[src/rtl/shared_reg_arbiter.sv]
// Round-robin arbiter and write sequencer for one shared register.
// Grants one requester at a time and owns the register's load and reset.
module shared_reg_arbiter #(
  parameter int NREQ  = 4,
  parameter int WIDTH = 8,
  parameter int IDW   = 2
) (
  input  logic                  ck,
  input  logic                  reset,
  input  logic [NREQ-1:0]       req,
  input  logic [NREQ*WIDTH-1:0] wdata,
  output logic [NREQ-1:0]       gnt,
  output logic [WIDTH-1:0]      q,
  output logic                  wr_done,
  output logic [IDW-1:0]        owner,
  output logic                  busy
);

  typedef enum logic [1:0] {
    IDLE,
    WRITE,
    HOLD
  } state_t;

  state_t          state;
  state_t          state_n;
  logic [IDW-1:0]  ptr;
  logic [IDW-1:0]  ptr_n;
  logic [IDW-1:0]  sel;
  logic [IDW-1:0]  sel_n;
  logic [IDW-1:0]  pick;
  logic [IDW-1:0]  owner_n;
  logic [NREQ-1:0] gnt_n;
  logic [WIDTH-1:0] q_n;
  logic            wr_done_n;
  logic            found;
  logic [WIDTH-1:0] slice [NREQ];

  for (genvar i = 0; i < NREQ; i++) begin : g_slice
    assign slice[i] = wdata[i*WIDTH +: WIDTH];
  end

  assign busy = (state != IDLE);

  // First pending request scanning upward from ptr, wrapping at NREQ
  always_comb begin
    int             idx;
    logic [IDW-1:0] idx_w;
    pick  = '0;
    found = 1'b0;
    idx   = 0;
    idx_w = '0;
    for (int k = 0; k < NREQ; k++) begin
      idx   = (int'(ptr) + k) % NREQ;
      idx_w = IDW'(idx);
      if (!found && req[idx_w]) begin
        pick  = idx_w;
        found = 1'b1;
      end
    end
  end

  // Next-state and registered-output logic for the grant sequence
  always_comb begin
    state_n   = state;
    ptr_n     = ptr;
    sel_n     = sel;
    gnt_n     = gnt;
    q_n       = q;
    owner_n   = owner;
    wr_done_n = 1'b0;
    unique case (state)
      IDLE: begin
        gnt_n = '0;
        if (found) begin
          sel_n       = pick;
          gnt_n[pick] = 1'b1;
          state_n     = WRITE;
        end
      end
      WRITE: begin
        q_n       = slice[sel];
        owner_n   = sel;
        wr_done_n = 1'b1;
        state_n   = HOLD;
      end
      HOLD: begin
        if (!req[sel]) begin
          gnt_n = '0;
          if (int'(sel) == NREQ - 1) ptr_n = '0;
          else ptr_n = sel + 1'b1;
          state_n = IDLE;
        end
      end
      default: begin
        gnt_n   = '0;
        state_n = IDLE;
      end
    endcase
  end

  // State register; reset aborts any pending write
  always_ff @(posedge ck) begin
    if (reset) begin
      state   <= IDLE;
      ptr     <= '0;
      sel     <= '0;
      gnt     <= '0;
      q       <= '0;
      owner   <= '0;
      wr_done <= 1'b0;
    end else begin
      state   <= state_n;
      ptr     <= ptr_n;
      sel     <= sel_n;
      gnt     <= gnt_n;
      q       <= q_n;
      owner   <= owner_n;
      wr_done <= wr_done_n;
    end
  end

endmodule
[config.mk]
export PLATFORM = sky130hd
export DESIGN_NAME = shared_reg_arbiter
export DESIGN_NICKNAME = d
export VERILOG_FILES = /design/src/rtl/shared_reg_arbiter.sv
export SDC_FILE = /design/constraint.sdc
export NUM_CORES = 1
export LEC_CHECK = 0
export ABC_AREA = 1
export CAP_MARGIN = 20
export CORE_MARGIN = 4
export CORE_UTILIZATION = 35
export CTS_CLUSTER_SIZE = 20
export DETAILED_ROUTE_END_ITERATION = 12
export PLACE_DENSITY_LB_ADDON = 0.15
export SLEW_MARGIN = 40
export SYNTH_ARGS = -nofsm -noshare
export SYNTH_HDL_FRONTEND = slang
export SYNTH_SLANG_ARGS = --single-unit
[constraint.sdc]
create_clock -name ck -period 2.2 [get_ports ck]
set_clock_uncertainty 0.15 [all_clocks]
set_input_delay 0.22 -clock ck [delete_from_list [all_inputs] [get_ports ck]]
set_output_delay 0.22 -clock ck [all_outputs]
set_load 0.02 [all_outputs]
==> flow_summary.ini, run 1 <==
[outcome]
outcome = complete, no violations

[setup_path]
crit_fanout = 4
startpoint_type = flip-flop
path_class = flip-flop to primary output
critical_path_arrival_ns = 1.43
required_ns = 1.83
endpoint_kind = primary output

[layout]
nFillCells = 387
antenna_cells = 0
drive_gt1_frac = 0.123
seqCellArea_um2 = 420
multi_input_comb_area_um2 = 744
post-route-util = 0.532
instances_no_fill = 316
layout_commonest_cell = clkdlybuf4s50_1
area_delta_synth_final_pct = 48.0
nets = 308
final_cell_mix = clkdlybuf4s50_1, nand2_1, nor2_1, o21ai_0, dfxtp_1

[power_and_ir_drop]
switching_power_uw = 637
p_seq_frac = 0.324
comb_power_share = 0.514
p_int_uw = 921
switching_share = 0.409
leakagePower_uw = 0.000905
pwr-share-clk = 0.162
vdd_drop_max_uv = 484
p_per_area_nw_per_um2 = 800

[floorplan]
num_rows = 22
fp.dieArea_um2 = 4810
die_w_um = 69.3
die_h_um = 69.3
core_area_um2 = 3660
start_util = 0.360
ios = 54

[logic_synthesis]
ys_seq_area_frac = 0.319
synth.area.top_cells = dfxtp_1, nand2_1, o21ai_0, nor2_1, inv_1
syn_inst = 214
synth-seq-cells = 21
synth_cell_types = 21
synth_area_um2 = 1320
synth_nets = 253
synth.top_cell.area_share = 0.319
syn_avg_cell_area_um2 = 6.15
yosysTopAreaCell = dfxtp_1
ys.warnings.count = 0

[global_routing]
grt_overflow = 0
grt_max_degree = 19
grt_pass1_vias = 1405
grtUsageTotal = 0.150
grt_pass1_wl_um = 6040
antenna_found_initial = 0

[timing]
worst_slack_ns = 0.399
timing.final.crit_share = 0.819
max_freq_ghz = 0.555
slew-limit-headroom = 0.641
worst_slew_pin_slew_ns = 0.539
holdWs_ns = 0.303
slew_viol_final = 0
report.final.setup_viol = 0
rsz0062_at_grt = no
tns_ns = 0
hold_violations = 0
fin_crit_ns = 1.80

[min_path]
min_path_type = flip-flop to flip-flop

[placed_design]
pre_cts_ws_ns = 0.385
io_buffers = 53
place_congestion = 0.779
hpwl_um = 2680
dp.cells = 312

[drt]
num_vias = 1445
avgRoutedWirePerCell_um = 11.1
ant_nets = 0
viasPerCell = 4.57
wirelength_um = 3520
dr.pass1.iters = 4
first_iter_violations = 49
drc_errors = 0

[clock_tree]
cts_tree = done
cts.reportedPaths.clkPinSlew_ns = 0.07
ctsHtreeMaxLevel = 1
cts_resized = 0
clk_latency_ns = 0.26
cts_buffer_depth = 2
cts_root_buffer = clkbuf_8
clkSinkCount = 21
numCtsBuffers = 3
cts_hold_buffers = 0
cts_setup_buffers = 0

[job]
maxCapViolCount = 0
-- stage by stage --
stage / total power (µW) / cell area, µm²
finish: 1560 / 1950
global placement: 1320 / 1900
global route: 1690 / 1950
CTS: 1580 / 1950
floorplan: 1020 / 1320
detailed placement: 1320 / 1900
-- kinds of logic after synthesis --
group           Yosys count  synth area share
simple gates            108             0.356
flops                    21             0.319
compound gates           49             0.200
buf+inv                  35             0.115
fa+ha+maj                 1           0.00950
-- layout make-up --
type	count	share of cell area
inverter	27	0.0559
multi-input combinational	158	0.382
clock inverter	1	0.00257
clock buffer	3	0.0212
timing repair buffer	58	0.292
tap	48	0.0308
sequential	21	0.216
-- flip-flops by register name, summed over array words and instances, names as in the netlist --
name and count:
state 2, ptr 2, owner 2, sel 2, gnt 4, wr_done 1
q 8
-- synth_stat cells --
master,n
inv_1,20
nand2_2,11
clkbuf_1,3
a21oi_1,7
buf_6,1
o21ai_0,32
nand2_1,47
clkbuf_2,1
nand3_2,2
inv_2,6
nand3_1,7
a21oi_2,2
buf_2,3
o22ai_1,8
nand4_1,2
ha_1,1
nor2_1,37
dfxtp_1,21
nor2_2,1
inv_8,1
nor2_4,1
-- final timing paths --
check | from | to | slack [ns] | cells after the start
worst max-delay path | state[1]$_SDFFE_PP0P_ | busy | 0.40 | 3
worst min-delay path | gnt[3]$_SDFFE_PP0P_ | gnt[3]$_SDFFE_PP0P_ | 0.30 | 2
worst max register to register | ptr[0]$_SDFFE_PP0P_ | gnt[0]$_SDFFE_PP0P_ | 0.45 | 11
worst min register to register | gnt[3]$_SDFFE_PP0P_ | gnt[3]$_SDFFE_PP0P_ | 0.30 | 2
-- critical path, cell delays in order (launching register included) --
cell and delay, ns:
dfxtp_1 0.34, nor2_1 0.23, inv_1 0.07, clkdlybuf4s50_1 0.53
-- power by group through the flow --
stage / clock (µW) / combinational (µW) / sequential [µW]
6_report: 253 / 800 / 505
5_1_grt: 279 / 900 / 516
4_1_cts: 260 / 813 / 506
3_5_place_dp: 0 / 809 / 514
3_3_place_gp: 0 / 806 / 515
2_1_floorplan: 0 / 459 / 566
-- layer usage --
metal,vias up,track usage,share of wire
met1,616,0.185,0.48
met2,32,0.242,0.45
met5,-,0,0
met4,0,0.0542,0.017
li1,790,-,-
met3,7,0.0522,0.061
Power figures use the tool's default switching activity.
==> inputs of run 2 (changes only) <==
Clock period 2.2 ns to 1.5 ns, I/O delays scaled along.
==> run 2 against run 1 <==
The run now ends with setup timing left. Critical path depth increased by 7. Hold slack got worse by 0.00092 ns. Clock power increased by 47%. Worst setup slack got worse by 0.42 ns. Final area increased by 8.0%.
==> flow_summary.ini, run 2 (synthesized netlist as in run 1, its figures left out) <==
[global_routing]
antenna_found_initial = 0
grtUsageTotal = 0.154
grt_overflow = 0
grt_pass1_wl_um = 6200
grt_pass1_vias = 1480
grt_max_degree = 18

[layout]
layout_commonest_cell = nand2_1
seqCellArea_um2 = 427
top_register = q
post-route-util = 0.575
antenna_cells = 0
final_cell_mix = nand2_1, nor2_1, clkdlybuf4s50_1, o21ai_0, inv_1
multi_input_comb_area_um2 = 805
instances_no_fill = 326
fin_area_um2 = 2100
area_delta_synth_final_pct = 59.9
nets = 318
drive_gt1_frac = 0.205
nFillCells = 359
reg_top3 = q: 8 flops, gnt: 4 flops
largest_reg_flops = 8

[timing]
max_freq_ghz = 0.656
report.final.setup_viol = 5
worst_slack_ns = -0.0254
fin_crit_ns = 1.53
hold_violations = 0
timing.final.crit_share = 1.02
slew-limit-headroom = 0.827
rsz0062_at_grt = yes
slew_viol_final = 0
worst_slew_pin_slew_ns = 0.257

[setup_path]
startpoint_type = flip-flop
endpoint_kind = flip-flop
critical_path_arrival_ns = 1.53
path_class = flip-flop to flip-flop
required_ns = 1.51
crit_fanout = 9

[floorplan]
ios = 54
die_h_um = 69.3
core_area_um2 = 3660
fp.dieArea_um2 = 4810
start_util = 0.360
die_w_um = 69.3
num_rows = 22

[clock_tree]
numCtsBuffers = 3
cts_tree = done
cts_hold_buffers = 0
ctsHtreeMaxLevel = 1
cts_buffer_depth = 2
cts.reportedPaths.clkPinSlew_ns = 0.08
cts_root_buffer = clkbuf_8
clk_latency_ns = 0.26
clkSinkCount = 21

[power_and_ir_drop]
comb_power_share = 0.531
vdd_drop_max_uv = 619
p_total_uw = 2380
leakagePower_uw = 0.00107
p_per_area_nw_per_um2 = 1130
p_seq_frac = 0.314
p_int_uw = 1400
pwr-share-clk = 0.156
switching_share = 0.412
switching_power_uw = 982

[drt]
first_iter_violations = 32
viasPerCell = 4.60
dr.pass1.iters = 4
avgRoutedWirePerCell_um = 11.4
drc_errors = 0
wirelength_um = 3710
num_vias = 1499
ant_nets = 0

[placed_design]
dp.cells = 319
place_congestion = 0.753
place_area_um2 = 1950
hpwl_um = 2870
io_buffers = 53

[outcome]
violations = setup timing
outcome = finished with violations

[min_path]
min_path_type = flip-flop to flip-flop

[job]
maxCapViolCount = 0
## run 2: cell count changes in the layout (fill, tap and decap cells not counted), sizes merged
cell / change
clkinvlp: +1
clkdlybuf4s50: -16
buf: +10
inv: -1
dlygate4sd2: +13
dlymetal6s2s: +3
## run 2: what timing repair did
item | CTS | global route
resized for setup | 24 | 18
endpoints found under the setup margin | 26 | 19
cloned | 0 | 0
buffers inserted | 3 | 0
pin swaps | 8 | 6
## run 2: power by group through the flow
stage               Sequential [µW]  Clock [µW]  Combinational [µW]
floorplan                       830           0                 673
global placement                751           0                1220
detailed placement              753           0                1220
CTS                             748         384                1250
global route                    762         410                1430
finish                          747         371                1270
## run 2: metrics by stage
| step | setup TNS (ns) | hold WS [ns] | worst slack [ns] |
|---|---|---|---|
| global placement | -1.99 | 0.294 | -0.234 |
| CTS | -0.154 | 0.304 | -0.0420 |
| detailed placement | -2.21 | 0.293 | -0.254 |
| floorplan | 0 | 0.266 | 0.0773 |
| finish | -0.0768 | 0.302 | -0.0254 |
| global route | -1.33 | 0.312 | -0.161 |
## run 2: cell type report
| type | count | area share |
|---|---|---|
| multi-input cells | 158 | 0.382 |
| inverters | 27 | 0.0535 |
| clock buffers | 3 | 0.0196 |
| clock inverters | 1 | 0.00238 |
| flip-flops and latches | 21 | 0.203 |
| repair buffers | 68 | 0.311 |
| well taps | 48 | 0.0285 |
## run 2: final timing paths
| path | endpoint | start | depth (start not counted) | slack (ns) |
|---|---|---|---|---|
| worst min-delay path | gnt[2]$_SDFFE_PP0P_ | gnt[2]$_SDFFE_PP0P_ | 2 | 0.30 |
| worst max register to register | gnt[1]$_SDFFE_PP0P_ | ptr[0]$_SDFFE_PP0P_ | 10 | -0.03 |
| worst min register to register | gnt[2]$_SDFFE_PP0P_ | gnt[2]$_SDFFE_PP0P_ | 2 | 0.30 |
| worst max-delay path | gnt[1]$_SDFFE_PP0P_ | ptr[0]$_SDFFE_PP0P_ | 10 | -0.03 |
## run 2: critical path, cell delays in order, from the launching register on
cell and delay, ns:
dfxtp_2 0.36, buf_6 0.12, inv_8 0.05, nand2_2 0.08, nand2_4 0.06, o21ai_0 0.19, nand3_2 0.13, nand3_2 0.13
nor2_1 0.05, nand2_1 0.06, nand2_1 0.04
## run 2: metal layers
metal	wire length, µm	up-vias	global-route usage
met3	257	6	0.0493
met1	1590	643	0.173
met4	59	0	0.0499
met5	0	-	0
met2	1800	38	0.273
li1	-	812	-
==> inputs of run 3 (changes only) <==
Settings changed: CORE_MARGIN 4 to 8.
==> run 3 against run 2 <==
The flow still finishes with violations (setup timing). Core utilization fell by 0.22 points. Largest cell class unchanged. Maximum frequency down 2.2%. Combinational power is essentially flat.
==> flow_summary.ini, run 3 (synthesized netlist as in run 1, its figures left out) <==
[outcome]
outcome = finished with violations
violations = setup timing

[layout]
layout_commonest_cell = nand2_1
top_register = q
drive_gt1_frac = 0.194
antenna_cells = 0
fin_area_um2 = 2080
area_delta_synth_final_pct = 58.1
nets = 318
nFillCells = 373
largest_reg_flops = 8
final_cell_mix = nand2_1, nor2_1, clkdlybuf4s50_1, o21ai_0, inv_1
reg_top3 = q: 8 flops, gnt: 4 flops

[clock_tree]
clkSinkCount = 21
cts.reportedPaths.clkPinSlew_ns = 0.07
ctsHtreeMaxLevel = 1
cts_hold_buffers = 0
clk_latency_ns = 0.26
cts_tree = done
cts_root_buffer = clkbuf_8
cts_buffer_depth = 2
numCtsBuffers = 3

[power_and_ir_drop]
p_seq_frac = 0.316
p_int_uw = 1390
p_per_area_nw_per_um2 = 1130
leakagePower_uw = 0.00104
switching_power_uw = 970
comb_power_share = 0.526
vdd_drop_max_uv = 478
switching_share = 0.412
pwr-share-clk = 0.158

[placed_design]
hpwl_um = 2970
io_buffers = 53
pre_cts_ws_ns = -0.251
place_area_um2 = 1950
place_congestion = 0.839

[floorplan]
die_w_um = 77.3
num_rows = 22
fp.dieArea_um2 = 5980
core_area_um2 = 3630
start_util = 0.362
die_h_um = 77.3
ios = 54

[timing]
report.final.setup_viol = 6
worst_slew_pin_slew_ns = 0.255
holdWs_ns = 0.302
worst_slack_ns = -0.0593
max_freq_ghz = 0.641
timing.final.crit_share = 1.04
slew-limit-headroom = 0.830
slew_viol_final = 0
hold_violations = 0
rsz0062_at_grt = yes
fin_crit_ns = 1.56

[setup_path]
path_cells = buf_6 > inv_8 > nand2_1 > nand3_2 > nand2_2 > nor2_4 > nand3_2 > nand2_2 > nand2_1 > nand2_1 > a21oi_2
critical_path_arrival_ns = 1.57
crit_start = ptr[0]$_SDFFE_PP0P_
critical_path_buf_inv_count = 2
crit_fanout = 10
required_ns = 1.51
cpMostUsedCell = nand2_1
critPathMaxStageDelay_ns = 0.33
r2r-start = ptr[0]$_SDFFE_PP0P_
worstRegToRegCells = 11
endpoint_kind = flip-flop
startpoint_type = flip-flop
path_class = flip-flop to flip-flop
crit_cells = 11
crit_path_top_delay_cell = dfxtp_2
cpLargestDelayFamily = simple AND/OR/NAND/NOR gates

[global_routing]
grt_pass1_vias = 1519
antenna_found_initial = 0
grt_max_degree = 13
grt_pass1_wl_um = 6760
grtUsageTotal = 0.134
grt_overflow = 0

[drt]
avgRoutedWirePerCell_um = 11.8
wl_met1_um = 1670
first_iter_violations = 32
ant_nets = 0
num_vias = 1497
top_layer = met4
drc_errors = 0
wirelength_um = 3850
dr.pass1.iters = 4
viasPerCell = 4.59
met3_length_um = 322
dr_wl_met2_um = 1820

[min_path]
hold_path_depth = 2
holdCritStartpoint = gnt[0]$_SDFFE_PP0P_
min_path_type = flip-flop to flip-flop

[job]
maxCapViolCount = 0
==> run 3: cell count changes in the layout (fill, tap and decap cells not counted), moves of 2 or more <==
cell            previous run  this run
nand2_1                   39        42
dlygate4sd2_1             13        15
dlymetal6s2s_1             3         1
nand2_2                   14        12
==> run 3: layout make-up <==
class                           count  area, µm²  area share
Multi-Input combinational cell    158        800       0.384
Timing Repair Buffer               68        634       0.305
Sequential cell                    21        429       0.206
Inverter                           27        113      0.0541
Tap cell                           48       60.1      0.0289
Clock buffer                        4       45.0      0.0216
==> run 3: per-layer routing <==
metal | vias up | GRT usage
met5 | - | 0
met4 | 0 | 0.0396
met3 | 5 | 0.0548
met2 | 34 | 0.218
met1 | 645 | 0.156
li1 | 813 | -
==> run 3: worst paths after layout <==
| kind | end | slack (ns) |
|---|---|---|
| worst max register to register | sel[1]$_SDFFE_PP0P_ | -0.06 |
| worst max-delay path | sel[1]$_SDFFE_PP0P_ | -0.06 |
| worst min-delay path | gnt[0]$_SDFFE_PP0P_ | 0.30 |
| worst min register to register | gnt[0]$_SDFFE_PP0P_ | 0.30 |
==> run 3: power by group through the flow <==
| stage | clock [µW] | sequential, µW | combinational (µW) |
|---|---|---|---|
| after floorplan | 0 | 830 | 673 |
| after global placement | 0 | 748 | 1230 |
| after detailed placement | 0 | 746 | 1230 |
| after CTS | 381 | 741 | 1240 |
| after global routing | 413 | 765 | 1400 |
| final | 373 | 744 | 1240 |
==> run 3: metrics by stage <==
step	setup TNS, ns	power (µW)	cells	util
2_1_floorplan	0	1500	214	-
3_3_place_gp	-1.89	1980	319	0.538
3_5_place_dp	-1.85	1980	319	0.538
4_1_cts	-0.116	2360	326	0.566
5_1_grt	-0.791	2580	326	0.573
6_report	-0.214	2360	326	0.573
==> run 3: worst register-to-register path: cells and delay by family, from the launching register on <==
kind / cells / cell delay, ns
compound gates: 1 / 0.04
simple gates: 8 / 0.73
flops: 1 / 0.33
buf+inv: 2 / 0.20
==> run 3: what timing repair did <==
item,in CTS,in global routing
pin swaps,6,2
setup endpoints to repair,28,18
gates resized for setup,31,8
buffers inserted,3,0
